==> config.mk <==
export PLATFORM = sky130hd
export DESIGN_NAME = jram_arbiter_flat
export DESIGN_NICKNAME = d
export VERILOG_FILES = /design/src/rtl/jram_arbiter_if.sv /design/src/rtl/jram_arbiter.sv /design/src/flat_wrapper.sv
export SDC_FILE = /design/constraint.sdc
export NUM_CORES = 1
export LEC_CHECK = 0
export BUFFER_PORTS_ARGS = -buffer_cell sky130_fd_sc_hd__buf_4
export CAP_MARGIN = 30
export CORE_AREA = 2 2 67 69
export DETAILED_ROUTE_END_ITERATION = 8
export DIE_AREA = 0 0 69 71
export MAX_ROUTING_LAYER = met4
export PLACE_DENSITY_LB_ADDON = 0.05
export SLEW_MARGIN = 10
export SYNTH_ARGS = -nofsm -noshare
export SYNTH_HDL_FRONTEND = slang
export SYNTH_SLANG_ARGS = --single-unit
==> constraint.sdc <==
create_clock -name clk -period 1.6 [get_ports clk]
set_input_delay 0.08 -clock clk [delete_from_list [all_inputs] [get_ports clk]]
set_output_delay 0.08 -clock clk [all_outputs]
set_load 0.02 [all_outputs]
==> src/rtl/jram_arbiter_if.sv <==
// Bundle of the two requester ports and the RAM bus seen by jram_arbiter.
// slave: the arbiter's view. master: requesters plus the RAM read-data source.
interface jram_arbiter_if;
    // Requester port 0
    logic       req0;
    logic       rw0;
    logic [7:0] addr0;
    logic [7:0] wdata0;
    logic       ack0;
    logic [7:0] rdata0;
    // Requester port 1
    logic       req1;
    logic       rw1;
    logic [7:0] addr1;
    logic [7:0] wdata1;
    logic       ack1;
    logic [7:0] rdata1;
    // Status and RAM bus
    logic       busy;
    logic [7:0] bas;
    logic       wsa;
    logic [7:0] bis;
    logic       ws;
    logic       we;
    logic [7:0] bos;

    modport slave (
        input  req0, rw0, addr0, wdata0,
        input  req1, rw1, addr1, wdata1,
        input  bos,
        output ack0, rdata0, ack1, rdata1,
        output busy, bas, wsa, bis, ws, we
    );

    modport master (
        output req0, rw0, addr0, wdata0,
        output req1, rw1, addr1, wdata1,
        output bos,
        input  ack0, rdata0, ack1, rdata1,
        input  busy, bas, wsa, bis, ws, we
    );
endinterface

==> src/rtl/jram_arbiter.sv <==
// Round-robin two-port arbiter and strobe sequencer for the 256 x 8 RAM.
// One transaction at a time: MAR load (wsa), then a write set (ws) or a read window (we).
module jram_arbiter (
    input logic           clk,
    input logic           reset,
    jram_arbiter_if.slave bus
);

    typedef enum logic [2:0] {
        StIdle,
        StAddr,
        StAhold,
        StWset,
        StWhold,
        StRd,
        StAck
    } state_e;

    state_e     state_q, state_d;
    logic       last_q;   // port granted most recently
    logic       gnt_q;    // port owning the transaction in flight
    logic       gnt_d;
    logic       rw_q;
    logic [7:0] addr_q;
    logic [7:0] data_q;
    logic [7:0] rdata0_q;
    logic [7:0] rdata1_q;

    // Winner among pending requests; a tie goes to the port not granted last.
    always_comb begin
        if (bus.req0 && bus.req1) begin
            gnt_d = ~last_q;
        end else begin
            gnt_d = bus.req1 & ~bus.req0;
        end
    end

    // State register.
    always_ff @(posedge clk or posedge reset) begin
        if (reset) begin
            state_q <= StIdle;
        end else begin
            state_q <= state_d;
        end
    end

    // Next-state sequencing; IDLE is visited between every pair of transactions.
    always_comb begin
        state_d = state_q;
        unique case (state_q)
            StIdle:  if (bus.req0 || bus.req1) state_d = StAddr;
            StAddr:  state_d = StAhold;
            StAhold: state_d = rw_q ? StWset : StRd;
            StWset:  state_d = StWhold;
            StWhold: state_d = StAck;
            StRd:    state_d = StAck;
            StAck:   state_d = StIdle;
            default: state_d = StIdle;
        endcase
    end

    // Grant latching, read capture and pointer update.
    always_ff @(posedge clk or posedge reset) begin
        if (reset) begin
            last_q   <= 1'b1;
            gnt_q    <= 1'b0;
            rw_q     <= 1'b0;
            addr_q   <= 8'h00;
            data_q   <= 8'h00;
            rdata0_q <= 8'h00;
            rdata1_q <= 8'h00;
        end else begin
            // Request fields are frozen here; later changes by the requester are ignored.
            if (state_q == StIdle && (bus.req0 || bus.req1)) begin
                gnt_q  <= gnt_d;
                rw_q   <= gnt_d ? bus.rw1    : bus.rw0;
                addr_q <= gnt_d ? bus.addr1  : bus.addr0;
                data_q <= gnt_d ? bus.wdata1 : bus.wdata0;
            end
            if (state_q == StRd) begin
                if (gnt_q) begin
                    rdata1_q <= bus.bos;
                end else begin
                    rdata0_q <= bus.bos;
                end
            end
            if (state_q == StAck) begin
                last_q <= gnt_q;
            end
        end
    end

    // Strobes and buses decoded from the state; at most one strobe per state.
    always_comb begin
        bus.busy = (state_q != StIdle);
        bus.wsa  = 1'b0;
        bus.ws   = 1'b0;
        bus.we   = 1'b0;
        bus.bas  = 8'h00;
        bus.bis  = 8'h00;
        bus.ack0 = 1'b0;
        bus.ack1 = 1'b0;
        unique case (state_q)
            StAddr: begin
                bus.wsa = 1'b1;
                bus.bas = addr_q;
            end
            StAhold: bus.bas = addr_q;  // held so the MAR sees a stable address as wsa falls
            StWset: begin
                bus.ws  = 1'b1;
                bus.bis = data_q;
            end
            StWhold: bus.bis = data_q;
            StRd:    bus.we  = 1'b1;
            StAck: begin
                bus.ack0 = ~gnt_q;
                bus.ack1 = gnt_q;
            end
            default: ;
        endcase
    end

    assign bus.rdata0 = rdata0_q;
    assign bus.rdata1 = rdata1_q;

endmodule

==> src/flat_wrapper.sv <==
// flat-port wrapper written by rule: the top's interface ports become plain ports
module jram_arbiter_flat 
  (clk, reset, bus_req0, bus_rw0, bus_addr0, bus_wdata0, bus_req1, bus_rw1, bus_addr1, bus_wdata1, bus_bos, bus_ack0, bus_rdata0, bus_ack1, bus_rdata1, bus_busy, bus_bas, bus_wsa, bus_bis, bus_ws, bus_we);
  jram_arbiter_if bus_i ();
  input logic clk;
  input logic reset;
  input wire logic [$bits(bus_i.req0)-1:0] bus_req0;
  input wire logic [$bits(bus_i.rw0)-1:0] bus_rw0;
  input wire logic [$bits(bus_i.addr0)-1:0] bus_addr0;
  input wire logic [$bits(bus_i.wdata0)-1:0] bus_wdata0;
  input wire logic [$bits(bus_i.req1)-1:0] bus_req1;
  input wire logic [$bits(bus_i.rw1)-1:0] bus_rw1;
  input wire logic [$bits(bus_i.addr1)-1:0] bus_addr1;
  input wire logic [$bits(bus_i.wdata1)-1:0] bus_wdata1;
  input wire logic [$bits(bus_i.bos)-1:0] bus_bos;
  output wire logic [$bits(bus_i.ack0)-1:0] bus_ack0;
  output wire logic [$bits(bus_i.rdata0)-1:0] bus_rdata0;
  output wire logic [$bits(bus_i.ack1)-1:0] bus_ack1;
  output wire logic [$bits(bus_i.rdata1)-1:0] bus_rdata1;
  output wire logic [$bits(bus_i.busy)-1:0] bus_busy;
  output wire logic [$bits(bus_i.bas)-1:0] bus_bas;
  output wire logic [$bits(bus_i.wsa)-1:0] bus_wsa;
  output wire logic [$bits(bus_i.bis)-1:0] bus_bis;
  output wire logic [$bits(bus_i.ws)-1:0] bus_ws;
  output wire logic [$bits(bus_i.we)-1:0] bus_we;
  assign bus_i.req0 = bus_req0;
  assign bus_i.rw0 = bus_rw0;
  assign bus_i.addr0 = bus_addr0;
  assign bus_i.wdata0 = bus_wdata0;
  assign bus_i.req1 = bus_req1;
  assign bus_i.rw1 = bus_rw1;
  assign bus_i.addr1 = bus_addr1;
  assign bus_i.wdata1 = bus_wdata1;
  assign bus_i.bos = bus_bos;
  assign bus_ack0 = bus_i.ack0;
  assign bus_rdata0 = bus_i.rdata0;
  assign bus_ack1 = bus_i.ack1;
  assign bus_rdata1 = bus_i.rdata1;
  assign bus_busy = bus_i.busy;
  assign bus_bas = bus_i.bas;
  assign bus_wsa = bus_i.wsa;
  assign bus_bis = bus_i.bis;
  assign bus_ws = bus_i.ws;
  assign bus_we = bus_i.we;
  jram_arbiter u_core (.clk(clk), .reset(reset), .bus(bus_i));
endmodule
==> results of run 1 <==
-- layout by cell type, fill, tap and decap left out, types with 2 or more instances in the layout --
cell	Yosys	layout
and2_4	0	7
and2b_2	2	2
and3b_2	2	2
buf_4	1	87
buf_6	5	12
clkbuf_8	0	6
dfrtp_1	37	35
dfrtp_2	0	2
mux2_2	15	8
mux2_4	0	8
nand2_2	0	2
nand2b_1	2	2
nand3_4	0	2
nor2_1	4	2
nor2_4	0	2
nor2b_1	9	7
o21ai_0	2	2
o21bai_1	17	17
o221a_1	10	10
o221a_2	7	7
-- report_power, final --
part	internal [mW]	total [mW]	leakage, nW	switching (mW)
clock network	0.348	0.682	0.0482	0.334
registers	1.45	1.75	0.433	0.295
logic	2.08	3.85	0.853	1.77
total	3.88	6.27	1.33	2.39
-- through the flow --
stage | cells | power [mW] | area, sq um
2_1_floorplan | 143 | 3.75 | 1840
3_3_place_gp | 277 | 4.77 | 2500
3_5_place_dp | 277 | 4.88 | 2500
4_1_cts | 293 | 5.85 | 2700
5_1_grt | 297 | 6.65 | 2870
6_report | 297 | 6.27 | 2870
-- kinds of logic after synthesis --
family | after synthesis | share of synthesized area [%]
AOI/OAI and AO/OA | 41 | 20.0
xor gates and xnor gates | 1 | 0.477
buffers and inverters | 10 | 4.43
DFF | 38 | 51.9
muxes | 16 | 9.82
and+or+nand+nor | 37 | 13.4
-- what timing repair did --
item / 4_1_cts / 5_1_grt
pin swaps: 3 / 12
hold buffers: 1 / 0
endpoints found under the setup margin: 33 / 44
buffers inserted: 7 / 4
gates resized for setup: 12 / 34
endpoints found under the hold margin: 37 / 0
cloned: 0 / 0
-- final cells by class --
type                    count  area [sq um]  share of cell area [%]
inverters                   2          10.0                   0.349
repair buffers            102           833                    29.1
well taps                  52          65.1                    2.27
multi-input cells          95           913                    31.8
clock inverters             1          5.00                   0.175
flip-flops and latches     38           955                    33.3
clock buffers               7          86.3                    3.01
-- registers in the layout, indices dropped and copies added (netlist names) --
register,count
u_core.rw_q,1
u_core.bus.rdata1,8
u_core.addr_q,8
u_core.last_q,1
u_core.bus.rdata0,8
u_core.data_q,8
u_core.state_q,3
u_core.gnt_q,1
-- layer usage --
layer	vias to the layer above	part of all wire [%]	track usage (%)
met2	59	52	35.0
met4	0	1.2	5.66
met3	8	6.2	5.56
met1	744	41	23.5
li1	723	-	-
met5	-	0	-
-- final timing paths --
check                                                 start                                to  cells after the start
setup reg to reg              u_core.state_q[1]$_DFFE_PP0P_  u_core.bus.rdata0[5]$_DFFE_PP0P_                      5
hold / removal                                     bus_req0          u_core.gnt_q$_DFFE_PP0P_                      2
setup / recovery              u_core.state_q[0]$_DFFE_PP0P_                        bus_bis[4]                      5
min in group asynchronous                             reset     u_core.state_q[0]$_DFFE_PP0P_                      4
max in group asynchronous                             reset     u_core.state_q[2]$_DFFE_PP0P_                      4
hold reg to reg            u_core.bus.rdata1[6]$_DFFE_PP0P_  u_core.bus.rdata1[6]$_DFFE_PP0P_                      1
-- cells in the mapped netlist --
cell type and number:
a21oi_1 1, o21ba_2 1, buf_6 5, nand2_1 3, o21bai_1 17, and2_1 8, and3_1 1, nor2b_1 9
o221a_1 10, mux2_1 1, and3b_2 2, dfrtp_1 37, mux2_2 15, dfstp_2 1, o31a_1 1, inv_2 1
a21o_1 1, nand3_1 1, nor3_4 1, inv_1 1, o21ai_0 2, xnor2_1 1, or2b_2 1, and2b_2 2
buf_4 1, nor2_1 4, buf_2 2, nor3b_1 1, nand2b_1 2, a31oi_1 1, o221a_2 7, nand3_2 2
==> flow_summary_export.csv, run 1 <==
group,metric,value,unit
clock_network,cts_tree,"built",
outcome,status,"finished, violations left",
logic_synthesis,ys_ff_latch,38,
detailed_routing,vias,1534,
cells_and_area,utilization,68.2,%
global_routing,grt_pass1_vias,1599,
sta,hold_viol_final,0,
floorplanning,die_x,69,um
sta,rsz0062_at_grt,"yes",
logic_synthesis,yosysWarnings,0,
clock_network,cts.clk_slew.worst_paths,0.08,ns
logic_synthesis,syn-cell-area,1840,sq um
detailed_routing,drtIter0Drc,77,
logic_synthesis,netlist_instances,143,
sta,period_needed,1.69,ns
clock_network,cts_made_buffers,5,
critical_path,critPathBufInv,2,
floorplanning,core,4200,sq um
cells_and_area,layout-drive-gt1-share,64.9,%
sta,final-max-slew-violation-count,0,
cells_and_area,nets,290,
detailed_routing,drc,0,
floorplanning,placement_rows,24,
worst_hold_path,min-delay-path-class,"in -> reg",
floorplanning,num_io_pins,84,
sta,worst_slack,-0.0852,ns
floorplanning,die_y,71,um
global_routing,grt_pass1_wl,7.73,mm
placement,finalWeightedCongestion,0.728,
clock_network,clockBufferDepth,2,
logic_synthesis,synth-seq-area-share,51.9,%
logic_synthesis,synth_top_area_share,50.4,%
placement,dp_slack,-0.0313,ns
detailed_routing,post_drt_wl_per_cell,16.1,um
critical_path,startpoint_type,"flop",
critical_path,r2r_slack,0.03,ns
critical_path,path_cells,"buf_6 > and3b_2 > o21ba_4 > nor2b_1 > buf_4",
placement,post-dp-hpwl,3.29,mm
global_routing,grt_antenna_before_repair,0,
clock_network,h-tree-depth,2,
global_routing,grt_max_degree,39,
critical_path,cp_data_arrival_time,1.61,ns
cells_and_area,nFillCells,323,
placement,io_buffers,83,
logic_synthesis,netlist-cell-type-count,32,
power,vdd_drop_max,1.08,mV
critical_path,worstPathRequired,1.52,ns
clock_network,root_buffer,"clkbuf_8",
global_routing,grt_usage,20.4,%
floorplanning,initial_core_util,43.7,%
sta,hold-worst-slack,0.0261,ns
critical_path,cpPeakStageDelay,0.44,ns
power,p_leak,1.33,nW
logic_synthesis,syn-num-nets,189,
detailed_routing,drt-total-wl,4.79,mm
detailed_routing,viasPerCell,5.16,
sta,timing.final.crit_share,105,%
critical_path,path_class,"reg -> out",
global_routing,globalRouteOverflowTotal,0,
sta,slew_headroom,67.2,%
logic_synthesis,synth_top_cell_by_area,"dfrtp_1",
sta,fmax,593,MHz
outcome,failed_checks,"negative setup slack",
detailed_routing,drtAntennaViolNets,0,
critical_path,crit_path_end_kind,"primary output",
critical_path,slowest_stage,"dfrtp_1",
logic_synthesis,avgSynthCellArea,12.8,sq um
floorplanning,dieArea,4900,sq um
cells_and_area,n_antenna_cell,0,
sta,tightest_slew,0.492,ns
critical_path,crit_fanout,8,
run,cap_violations,0,
sta,finalSetupTns,-0.666,ns
clock_network,cts_sinks,38,
critical_path,path_delay_family,"flip-flops",
clock_network,clk_latency,0.29,ns
cells_and_area,area_growth,56.2,%
logic_synthesis,synth_area_leaders,"dfrtp_1 50%, mux2_2 9.2%, o21bai_1 7.0%",
power,pwr_density_cell,2190,nW/um^2
sta,skew,0.00952,ns
sta,setup_viol,10,
detailed_routing,firstDrtPassIters,4,
Power figures use the tool's default switching activity.
==> inputs of run 2 (changes only) <==
--- a/config.mk
+++ b/config.mk
@@ -12,6 +12,7 @@
 export DIE_AREA = 0 0 69 71
 export MAX_ROUTING_LAYER = met4
 export PLACE_DENSITY_LB_ADDON = 0.05
+export REMOVE_ABC_BUFFERS = 1
 export SLEW_MARGIN = 10
 export SYNTH_ARGS = -nofsm -noshare
 export SYNTH_HDL_FRONTEND = slang
==> flow_summary_export.csv, run 2 (synthesized netlist as in run 1, its figures left out) <==
group,metric,value,unit
clock_network,h-tree-depth,2,
critical_path,worstPathRequired,1.52,ns
sta,hold_viol_final,0,
floorplanning,die_x,69,um
sta,skew,0.00584,ns
detailed_routing,drc,0,
critical_path,crit_fanout,8,
sta,period_needed,1.67,ns
critical_path,path_class,"reg -> out",
global_routing,grt_usage,18.6,%
critical_path,startpoint_type,"flop",
sta,finalSetupTns,-0.441,ns
cells_and_area,final_common_cell,"buf_4",
critical_path,crit_path_end_kind,"primary output",
clock_network,cts_made_buffers,5,
sta,rsz0062_at_grt,"yes",
cells_and_area,n_antenna_cell,0,
global_routing,grt_antenna_before_repair,0,
clock_network,root_buffer,"clkbuf_8",
worst_hold_path,min-delay-path-class,"in -> reg",
power,pwr_density_cell,2180,nW/um^2
clock_network,cts.clk_slew.worst_paths,0.07,ns
floorplanning,dieArea,4900,sq um
power,p_leak,1.34,nW
floorplanning,core,4200,sq um
detailed_routing,viasPerCell,5.19,
sta,fmax,600,MHz
clock_network,cts_tree,"built",
global_routing,grt_pass1_vias,1552,
placement,io_buffers,83,
sta,timing.final.crit_share,104,%
detailed_routing,firstDrtPassIters,4,
cells_and_area,final_cell_mix,"90 x buf_4, 35 x dfrtp_1, 17 x o21bai_1, 10 x o221a_1, 9 x buf_6",
clock_network,clockBufferDepth,2,
detailed_routing,vias,1541,
detailed_routing,post_drt_wl_per_cell,15.1,um
placement,post-dp-hpwl,3.17,mm
global_routing,grt_max_degree,19,
cells_and_area,layout-drive-gt1-share,63.3,%
outcome,failed_checks,"negative setup slack",
cells_and_area,nets,290,
global_routing,grt_pass1_wl,7.09,mm
run,cap_violations,0,
floorplanning,num_io_pins,84,
floorplanning,initial_core_util,43.7,%
detailed_routing,drt-total-wl,4.48,mm
placement,dp_slack,-0.0572,ns
cells_and_area,area_growth,54.5,%
floorplanning,die_y,71,um
outcome,status,"finished, violations left",
sta,slew_headroom,71.7,%
sta,setup_viol,8,
placement,finalWeightedCongestion,0.750,
power,vdd_drop_max,1.12,mV
sta,tightest_slew,0.423,ns
clock_network,cts_sinks,38,
floorplanning,placement_rows,24,
detailed_routing,drtIter0Drc,68,
clock_network,clk_latency,0.29,ns
sta,worst_slack,-0.0680,ns
critical_path,cp_data_arrival_time,1.59,ns
global_routing,globalRouteOverflowTotal,0,
sta,final-max-slew-violation-count,0,
detailed_routing,drtAntennaViolNets,0,
## run 2: cell types whose count changed in the layout (fill, tap and decap cells not counted), moves of 3 or more
cell,change
buf_4,+3
and2_1,+3
buf_6,-3
and2_4,-3
## run 2: final timing paths
kind,from,end,slack (ns),cells after the start
min in group asynchronous,reset,u_core.state_q[2]$_DFFE_PP0P_,0.34,3
max in group asynchronous,reset,u_core.bus.rdata0[7]$_DFFE_PP0P_,0.70,4
setup reg to reg,u_core.state_q[2]$_DFFE_PP0P_,u_core.addr_q[6]$_DFFE_PP0P_,0.01,5
hold / removal,bus_req0,u_core.gnt_q$_DFFE_PP0P_,0.02,2
hold reg to reg,u_core.bus.rdata1[3]$_DFFE_PP0P_,u_core.bus.rdata1[3]$_DFFE_PP0P_,0.51,1
setup / recovery,u_core.state_q[1]$_DFFE_PP0P_,bus_bis[1],-0.07,5
## run 2: critical path: stages, from the launching register on
cell and delay [ns]:
dfrtp_2 0.44, buf_6 0.14, and3b_2 0.21, o21ba_4 0.28, nor2b_1 0.07, buf_4 0.15
## run 2: per-layer routing
layer	track usage (%)	routed length (um)	up-vias
li1	-	-	729
met1	21.9	1880	743
met2	31.8	2260	63
met3	5.13	286	6
met4	4.36	52	0
met5	-	0	-
## run 2: through the flow
step	hold slack, ns	power [mW]	area (sq um)	utilization [%]	instances
after floorplan	0.177	3.61	1760	-	135
after CTS	0.00907	5.84	2690	64.0	292
after global routing	0.0202	6.57	2840	67.5	297
final	0.0190	6.19	2840	67.5	297
after detailed placement	0.114	4.85	2500	59.5	277
after global placement	0.108	4.76	2500	59.5	277
## run 2: where the power goes
group / total, mW / internal, mW / switching [mW]
Clock: 0.789 / 0.459 / 0.330
Combinational: 3.64 / 1.97 / 1.66
Sequential: 1.76 / 1.45 / 0.309
Total: 6.19 / 3.88 / 2.30
## run 2: layout make-up
cell class	instances	area, sq um
Tap cell	52	65.1
Sequential cell	38	955
Clock buffer	5	68.8
Clock inverter	3	40.0
Timing Repair Buffer	102	807
Multi-Input combinational cell	95	891
Fill cell	348	1370
Inverter	2	10.0
## run 2: what timing repair did
item | 4_1_cts | 5_1_grt
pin swaps | 1 | 7
endpoints found under the setup margin | 33 | 33
buffers inserted | 6 | 6
hold endpoints to repair | 8 | 0
gates resized for setup | 6 | 31
hold buffers | 1 | 0
